**src/rtl/regfile_pkg.sv**
```systemverilog
// Shared types and helpers for the 2-read/1-write register file.
// Holds the clear FSM states, default sizes and the byte-merge function.
package regfile_pkg;

  typedef enum logic {
    IDLE,
    CLEAR
  } state_t;

  localparam int DEF_DATA_W = 16;
  localparam int DEF_DEPTH  = 8;

  // Returns old_w with the bytes selected by be replaced from new_w.
  // Fixed at the default width because SV functions cannot take a width
  // parameter; other widths use merge_byte in a per-byte loop.
  function automatic logic [DEF_DATA_W-1:0] merge_word(
    input logic [DEF_DATA_W-1:0]   old_w,
    input logic [DEF_DATA_W-1:0]   new_w,
    input logic [DEF_DATA_W/8-1:0] be
  );
    logic [DEF_DATA_W-1:0] w;
    for (int b = 0; b < DEF_DATA_W/8; b++) begin
      w[8*b +: 8] = be[b] ? new_w[8*b +: 8] : old_w[8*b +: 8];
    end
    return w;
  endfunction

  // One byte of the merge.
  function automatic logic [7:0] merge_byte(
    input logic [7:0] old_b,
    input logic [7:0] new_b,
    input logic       be
  );
    return be ? new_b : old_b;
  endfunction

endpackage

```
**src/rtl/regfile_rd_port.sv**
```systemverilog
// One registered read port: range check, write-first bypass, output reg.
// The valid flag pulses for one cycle per accepted read.
module regfile_rd_port
  import regfile_pkg::*;
#(
  parameter int DATA_W = DEF_DATA_W,
  parameter int DEPTH  = DEF_DEPTH,
  parameter int ADDR_W = $clog2(DEPTH),
  parameter int BE_W   = DATA_W/8
) (
  input  logic              clk,
  input  logic              rst_n,
  input  logic              en,
  input  logic [ADDR_W-1:0] addr,
  input  logic [DATA_W-1:0] entry,
  input  logic              wr_en,
  input  logic [ADDR_W-1:0] wr_addr,
  input  logic [DATA_W-1:0] wr_data,
  input  logic [BE_W-1:0]   wr_be,
  output logic [DATA_W-1:0] data,
  output logic              valid
);

  localparam logic [ADDR_W:0] LIMIT = (ADDR_W+1)'(DEPTH);

  logic              in_range;
  logic              hit;
  logic [DATA_W-1:0] word;

  assign in_range = {1'b0, addr} < LIMIT;
  assign hit      = wr_en && (wr_addr == addr);

  // Word to capture: stored entry, bypassed write bytes, zero if out of range.
  always_comb begin
    word = entry;
    if (hit) begin
      for (int b = 0; b < BE_W; b++) begin
        word[8*b +: 8] = merge_byte(entry[8*b +: 8],
                                    wr_data[8*b +: 8], wr_be[b]);
      end
    end
    if (!in_range) word = '0;
  end

  // Output register; data holds when no read is accepted.
  always_ff @(posedge clk or negedge rst_n) begin
    if (!rst_n) begin
      data  <= '0;
      valid <= 1'b0;
    end else begin
      valid <= en;
      if (en) data <= word;
    end
  end

endmodule

```
**src/rtl/regfile_2r1w.sv**
```systemverilog
// Register file with one byte-enabled write port, two read ports and a
// sequential clear engine that zeroes one entry per cycle.
module regfile_2r1w
  import regfile_pkg::*;
#(
  parameter int DATA_W = DEF_DATA_W,
  parameter int DEPTH  = DEF_DEPTH,
  parameter int ADDR_W = $clog2(DEPTH),
  parameter int BE_W   = DATA_W/8
) (
  input  logic              CLK,
  input  logic              RST,
  input  logic              WrEn,
  input  logic [ADDR_W-1:0] WrAddr,
  input  logic [DATA_W-1:0] WrData,
  input  logic [BE_W-1:0]   WrBe,
  input  logic              RdEn0,
  input  logic              RdEn1,
  input  logic [ADDR_W-1:0] RdAddr0,
  input  logic [ADDR_W-1:0] RdAddr1,
  output logic [DATA_W-1:0] RdData0,
  output logic [DATA_W-1:0] RdData1,
  output logic              RdValid0,
  output logic              RdValid1,
  input  logic              ClrReq,
  output logic              Busy
);

  localparam logic [ADDR_W:0]   LIMIT = (ADDR_W+1)'(DEPTH);
  localparam logic [ADDR_W-1:0] LAST  = ADDR_W'(DEPTH-1);

  logic [DATA_W-1:0] mem [DEPTH];
  state_t            state, state_nx;
  logic [ADDR_W-1:0] cnt, cnt_nx;
  logic              idle;
  logic              wr_ok;
  logic [DATA_W-1:0] wr_word;

  assign idle  = (state == IDLE);
  assign wr_ok = idle && WrEn && ({1'b0, WrAddr} < LIMIT);
  assign Busy  = (state == CLEAR);

  // Merge the selected write bytes into the stored word.
  always_comb begin
    wr_word = mem[WrAddr];
    for (int b = 0; b < BE_W; b++) begin
      wr_word[8*b +: 8] = merge_byte(mem[WrAddr][8*b +: 8],
                                     WrData[8*b +: 8], WrBe[b]);
    end
  end

  // Clear FSM next state and counter.
  always_comb begin
    state_nx = state;
    cnt_nx   = cnt;
    unique case (state)
      IDLE: begin
        cnt_nx = '0;
        if (ClrReq) state_nx = CLEAR;
      end
      CLEAR: begin
        if (cnt == LAST) begin
          state_nx = IDLE;
          cnt_nx   = '0;
        end else begin
          cnt_nx = cnt + 1'b1;
        end
      end
      default: state_nx = IDLE;
    endcase
  end

  // FSM state and clear counter registers.
  always_ff @(posedge CLK or negedge RST) begin
    if (!RST) begin
      state <= IDLE;
      cnt   <= '0;
    end else begin
      state <= state_nx;
      cnt   <= cnt_nx;
    end
  end

  // Storage: clear engine zeroes one entry per cycle, else accept writes.
  always_ff @(posedge CLK or negedge RST) begin
    if (!RST) begin
      for (int i = 0; i < DEPTH; i++) mem[i] <= '0;
    end else if (Busy) begin
      mem[cnt] <= '0;
    end else if (wr_ok) begin
      mem[WrAddr] <= wr_word;
    end
  end

  regfile_rd_port #(
    .DATA_W(DATA_W), .DEPTH(DEPTH), .ADDR_W(ADDR_W), .BE_W(BE_W)
  ) u_rd0 (
    .clk    (CLK),
    .rst_n  (RST),
    .en     (RdEn0 && idle),
    .addr   (RdAddr0),
    .entry  (mem[RdAddr0]),
    .wr_en  (wr_ok),
    .wr_addr(WrAddr),
    .wr_data(WrData),
    .wr_be  (WrBe),
    .data   (RdData0),
    .valid  (RdValid0)
  );

  regfile_rd_port #(
    .DATA_W(DATA_W), .DEPTH(DEPTH), .ADDR_W(ADDR_W), .BE_W(BE_W)
  ) u_rd1 (
    .clk    (CLK),
    .rst_n  (RST),
    .en     (RdEn1 && idle),
    .addr   (RdAddr1),
    .entry  (mem[RdAddr1]),
    .wr_en  (wr_ok),
    .wr_addr(WrAddr),
    .wr_data(WrData),
    .wr_be  (WrBe),
    .data   (RdData1),
    .valid  (RdValid1)
  );

endmodule

```
**config.mk**
```make
export PLATFORM = sky130hd
export DESIGN_NAME = regfile_2r1w
export DESIGN_NICKNAME = d
export VERILOG_FILES = /design/src/rtl/regfile_pkg.sv /design/src/rtl/regfile_rd_port.sv /design/src/rtl/regfile_2r1w.sv
export SDC_FILE = /design/constraint.sdc
export NUM_CORES = 1
export LEC_CHECK = 0
export CORE_ASPECT_RATIO = 1.75
export CORE_MARGIN = 2
export CORE_UTILIZATION = 54
export DETAILED_ROUTE_END_ITERATION = 8
export PLACE_DENSITY = 0.77
export SETUP_SLACK_MARGIN = 0.5
export SLEW_MARGIN = 10
export SYNTH_ARGS = -nofsm -noshare
export SYNTH_HDL_FRONTEND = slang
export SYNTH_SLANG_ARGS = --single-unit
```
**constraint.sdc**
```tcl
create_clock -name CLK -period 1.8 [get_ports CLK]
set_input_delay 0.18 -clock CLK [delete_from_list [all_inputs] [get_ports CLK]]
set_output_delay 0.18 -clock CLK [all_outputs]
set_load 0.1 [all_outputs]
```
Word-level counts from Yosys, hierarchy flattened. Cells that the tools add are included.

Flip-flop bits (word level): 166. Latch bits: 0. RAM bits: 0. Memory bits (read-only): 0. Input port bits: 33. Output and inout bits: 35. Logic and storage cells: 68. Memories kept: 0.

$add $sub $neg: 1. $mul: 0. Divide/modulo/power cells: 0. $lt $le $gt $ge: 6. Equality and inequality tests: 3. Shifts and indexed selects: 0. Mux-type cells: 29. Bitwise operators: 7. Reductions and logical operators: 8.

Operators with widths (number): 128-bit 2-to-1 mux (2); 16-bit 2-to-1 mux (10); 16-bit binary-select mux with 3-bit select (3); 128-bit bitwise AND (1); 128-bit bitwise mux (1); 128-bit NOT (1); 16-bit demux with 3-bit select (2); 8-bit 2-to-1 mux (6); 4-bit greater-or-equal comparator, second input constant (4); 3-bit NOT with 4-bit output (4); 4-bit by 1-bit < comparator with 1-bit output, second input constant (2); 1-bit logical AND (7); 3-bit equality test (2); 3-bit one-hot mux with 2 select lines (1); 3-bit by 1-bit adder with 3-bit output, second input constant (1); 3-bit equality test, second input constant (1); 3-bit 2-to-1 mux (1); 1-bit 2-to-1 mux (2); 1-bit one-hot mux with 2 select lines (1); 2-bit nonzero test (1); 1-bit NOT (1).

Longest topological paths before layout.
Depth in word-level cells: 8. Mapped depth: 8. Mapped depth without buffers: 4.

Cells and area by module. Synthesis repeated with hierarchy kept, for this count alone.

Cells, all modules: 743. Area total of the unflattened synthesis: 9806.9 um^2.

Modules (own cells, without submodules): regfile_2r1w (instances 1, cells an instance 557, area an instance 7925.1 um^2, seq. area each 3303.2 um^2); regfile_rd_port (instances 2, cells an instance 93, area an instance 940.9 um^2, seq. area each 425.4 um^2).

Worst setup path before layout. No wires, ideal clock.

Path type: flip-flop to flip-flop. From: reg state, in the netlist Busy. To: reg u_rd0.data[10]. Setup time: 83 ps. Arrival: 2128 ps. Required time: 1717 ps. Setup slack: -411 ps. Cell stages (with the launch flop): 7. Path buffers: 3. Period minus slack after synthesis: 2211 ps. Cell sequence: dfrtp_1 clkbuf_1 nand2b_1 clkbuf_1 clkbuf_1 a22oi_1 o21ai_0.

Longest elaborated chain between the ends: 4. Elaborated cells between the ends (all ways): 5. Those cells by class: mux (1); bitwise (1); reduce/logical (3).

RTL lines: start, declared (RTL line regfile_2r1w.sv:33) `state_t state, state_nx;`; start signal, assigned (RTL line regfile_2r1w.sv:79) `state <= state_nx;`; 1-bit NOT *; 1-bit logical AND (RTL line regfile_2r1w.sv:40) `assign wr_ok = idle && WrEn && ({1'b0, WrAddr} < LIMIT);`; 1-bit logical AND (RTL line regfile_rd_port.sv:31) `assign hit = wr_en && (wr_addr == addr);`; 16-bit 2-to-1 mux (RTL line regfile_rd_port.sv:36) `if (hit) begin`; end signal, assigned (RTL line regfile_rd_port.sv:52) `if (en) data <= word;`; end, declared (RTL line regfile_rd_port.sv:20) `output logic [DATA_W-1:0] data,`.

Mark *: on every way between the ends. The rest lies on a longest branch, timed or not. A chain may end at the register's enable or synchronous reset.

Worst setup path after layout.
From: reg state, in the netlist Busy. To: reg mem[53] in the netlist's numbering.

Longest elaborated chain between the ends: 3. Elaborated cells between the ends (all ways): 4. Those cells by class: mux (1); bitwise (1); reduce/logical (2).

RTL lines: 1-bit NOT; 1-bit logical AND (RTL line regfile_2r1w.sv:40); 2-bit nonzero test (no source line); end signal, assigned by index (RTL line regfile_2r1w.sv:91) `mem[WrAddr] <= wr_word;`; end, declared (RTL line regfile_2r1w.sv:32) `logic [DATA_W-1:0] mem [DEPTH];`.

Several ways; a longest one is shown, not always the timed one.

==> reports/results.txt <==
Pins Over Slew Limit - 0
core area - 0.01789 mm2
Lkg Pwr - 6.038 nW
Worst Path Arrival - 2.16 ns
final hold vios - 0
worst slew pin tran - 0.6726 ns
layout cells sized above 1 - 47.86%
status - finished, final reports clean
syn avg cell area - 12.09 um2
DR iter-0 viols - 1,260
Multi-input gate area - 0.006236 mm2
maximum VDD drop - 0.001285 V
htree depth - 4
I/O pins - 68
Seq/Total Area, Yosys - 42.33%
Yosys warnings - 0
synthesis-stage register bit count - 166
Worst setup SP type - flop
Final setup viols - 0
Slew HR - 54.96%
pin count of the biggest net entering global routing - 50
DP Worst Slack - -0.1840 ns
drt wl/cell - 32.71 um
reg2reg end - mem[53]
ys async rst share - 100.0%
clock-pin slew on the worst setup and hold paths - 0.07 ns
post-synthesis cell area - 0.009813 mm2
routed wire length - 40,530 um
CTS tree - built
CP Capture Point - mem[53]
count of cell types in the netlist - 59
skew final - 0.01184 ns
Max Buffers Root-to-Sink - 2
Register Area - 0.004163 mm2
Util after Layout - 78.39%
overall power - 0.02024 W
chip width - 105.9 um
r2r setup slk - 0.01 ns
P&R area growth vs syn - 42.93%
Via density - 7.632
antenna viol nets, final - 0
Pre-antenna DRT Iters - 8
Crit Path Max Fanout - 5
grt ovf - 0
fmax - 560.2 MHz
EDFF count, synth - 0
hpwl dp - 24,320 um
crit path launch - Busy
RSZ-0062 raised after global routing - true
Die Ht - 182.3 um
# fillers - 989
pwr dens - 1443 mW/mm2
syn nets - 847
Final min period - 1.785 ns
first-pass GRT wire length - 59,840 um
dominant synthesized flop cell - dfrtp_1
Vias - 9,456
Worst EP required - 2.17 ns
Worst Hold Class - in2async
Starting Density - 54.85%
port bufs - 67
GRT Total Usage - 42.14%
worst-skew pair later-pin latency - 0.45 ns
Setup CP Type - reg2reg
DIE AREA - 0.01931 mm2
maxcap violations - 0
Final nets - 1,028
vias in the first global route - 9,944
Clock Tree Root - clkbuf_16
gpl congestion - 0.9508
setup ws final - 0.01486 ns
Mapped Cells - 812
CTS Buf Count - 17
final worst-path cycle share - 99.17%
Critical Path Sink Type - flop
worst r2r src - Busy
antenna violations before repair - 0
FP Rows - 65
DRC violation count after routing - 0
diode count - 0
Num Clock Sinks - 166
cells on worst reg2reg path - 7
## synth_stat cells (3+ instances only)
cell        n  area, um2
o32ai_2     9      146.4
a221oi_1   18      157.7
nand2b_1   19      118.9
buf_2      33      165.2
nor2_1      5      18.77
xor2_1      6      52.55
a32oi_1     3      26.28
o21ai_2     4      35.03
and2_1     11      68.82
or3b_2      3      26.28
and4b_1     3      30.03
a22o_1     73      639.4
nand2_1    30      112.6
a32o_1     32      320.3
a21oi_1    11      55.05
nand3_1    17      85.08
nor4_2      4      50.05
o31ai_1    21      157.7
nor3b_1    11      82.58
mux2i_1    36      360.4
buf_1       6      22.52
inv_1      26      97.59
clkbuf_1   34      127.6
and4_1      3      26.28
nor2b_1     9      56.30
o21ai_0    48      240.2
a221o_1     5      50.05
mux4_2     64       1441
nand4b_1    4      35.03
and3_1     11      68.82
a22oi_1    36      270.3
mux2_2      8      90.09
o311a_1     9      90.09
dfrtp_1   166       4154
## routing by layer
metal	vias up	track usage [%]	share of wire, %
met1	4690	47.40	31
met3	294	13.11	12
met2	820	67.74	48
li1	3652	-	-
met4	0	29.68	9.1
met5	-	0	0
## how the worst min path moves through the flow
stage	cells after the start	endpoint	slack [ns]	startpoint
global route	2	mem[121]	0.30	RST
finish	2	mem[16]	0.26	RST
detailed placement	1	mem[16]	0.16	RST
floorplan	0	cnt[0]	-0.12	RST
CTS	2	mem[57]	0.27	RST
global placement	1	mem[16]	0.15	RST
## repair_timing
item                                   4_1_cts  5_1_grt
endpoints found under the hold margin       46        0
resized for setup                          146      105
pin swaps                                   67       35
setup endpoints to repair                  167      185
buffers inserted                            40       13
gates cloned                                 6        1
hold buffers                                 1        0
## placed cells by master, fill, tap and decap left out, types with 24 or more instances in the layout
master | netlist | layout
mux2i_1 | 36 | 34
clkdlybuf4s50_1 | 0 | 24
o21ai_2 | 4 | 26
inv_1 | 26 | 25
buf_6 | 1 | 66
buf_4 | 2 | 97
dfrtp_1 | 166 | 161
a32o_1 | 32 | 32
a22o_1 | 73 | 73
buf_12 | 0 | 31
mux4_2 | 64 | 64
## final cells by class
class	count	area share, %
Clock buffer	21	3.140
Multi-Input combinational cell	545	44.46
Timing Repair Buffer	237	18.65
Tap cell	234	2.087
Inverter	26	0.6958
Clock inverter	10	1.285
Sequential cell	166	29.68
## sequential cells by signal, summed over array words and instances, names as in the netlist
name,cells
mem,128
u_rd0.data,16
u_rd1.data,16
cnt,3
Busy,1
u_rd0.valid,1
u_rd1.valid,1
## worst max-delay path, cell delays in order (launching register included)
cell and delay [ns]:
dfrtp_4 0.51, buf_6 0.15, nor3b_4 0.23, buf_4 0.17, buf_6 0.11, and2_4 0.22, buf_12 0.15, a22o_1 0.16
## logic make-up (layout without fill, tap and decap cells)
group           after synthesis  in the layout  share of synthesized area (%)
buf+inv                     102            294                          4.475
simple gates                145            146                          9.244
compound gates              281            281                          23.65
mux                         110            110                          19.51
xor+xnor                      6              6                         0.5355
flops                       166            166                          42.33
fa+ha+maj                     2              2                         0.2550
## power breakdown
| part | switching, W | leakage (nW) | internal (W) |
|---|---|---|---|
| clock | 0.00152 | 0.297 | 0.00245 |
| combinational | 0.00545 | 3.49 | 0.00420 |
| sequential | 0.00162 | 2.25 | 0.00500 |
## through the flow
step           setup TNS (ns)  area, um2  hold WS [ns]  cells
3_3_place_gp           -11.01      11840        0.1540   1147
3_5_place_dp           -14.87      11840        0.1630   1147
2_1_floorplan               0      10460       -0.1156    812
4_1_cts                     0      13470        0.2714   1225
5_1_grt              -0.05816      14030        0.2970   1239
6_report                    0      14030        0.2648   1239
(Power assumes the default switching activity.)
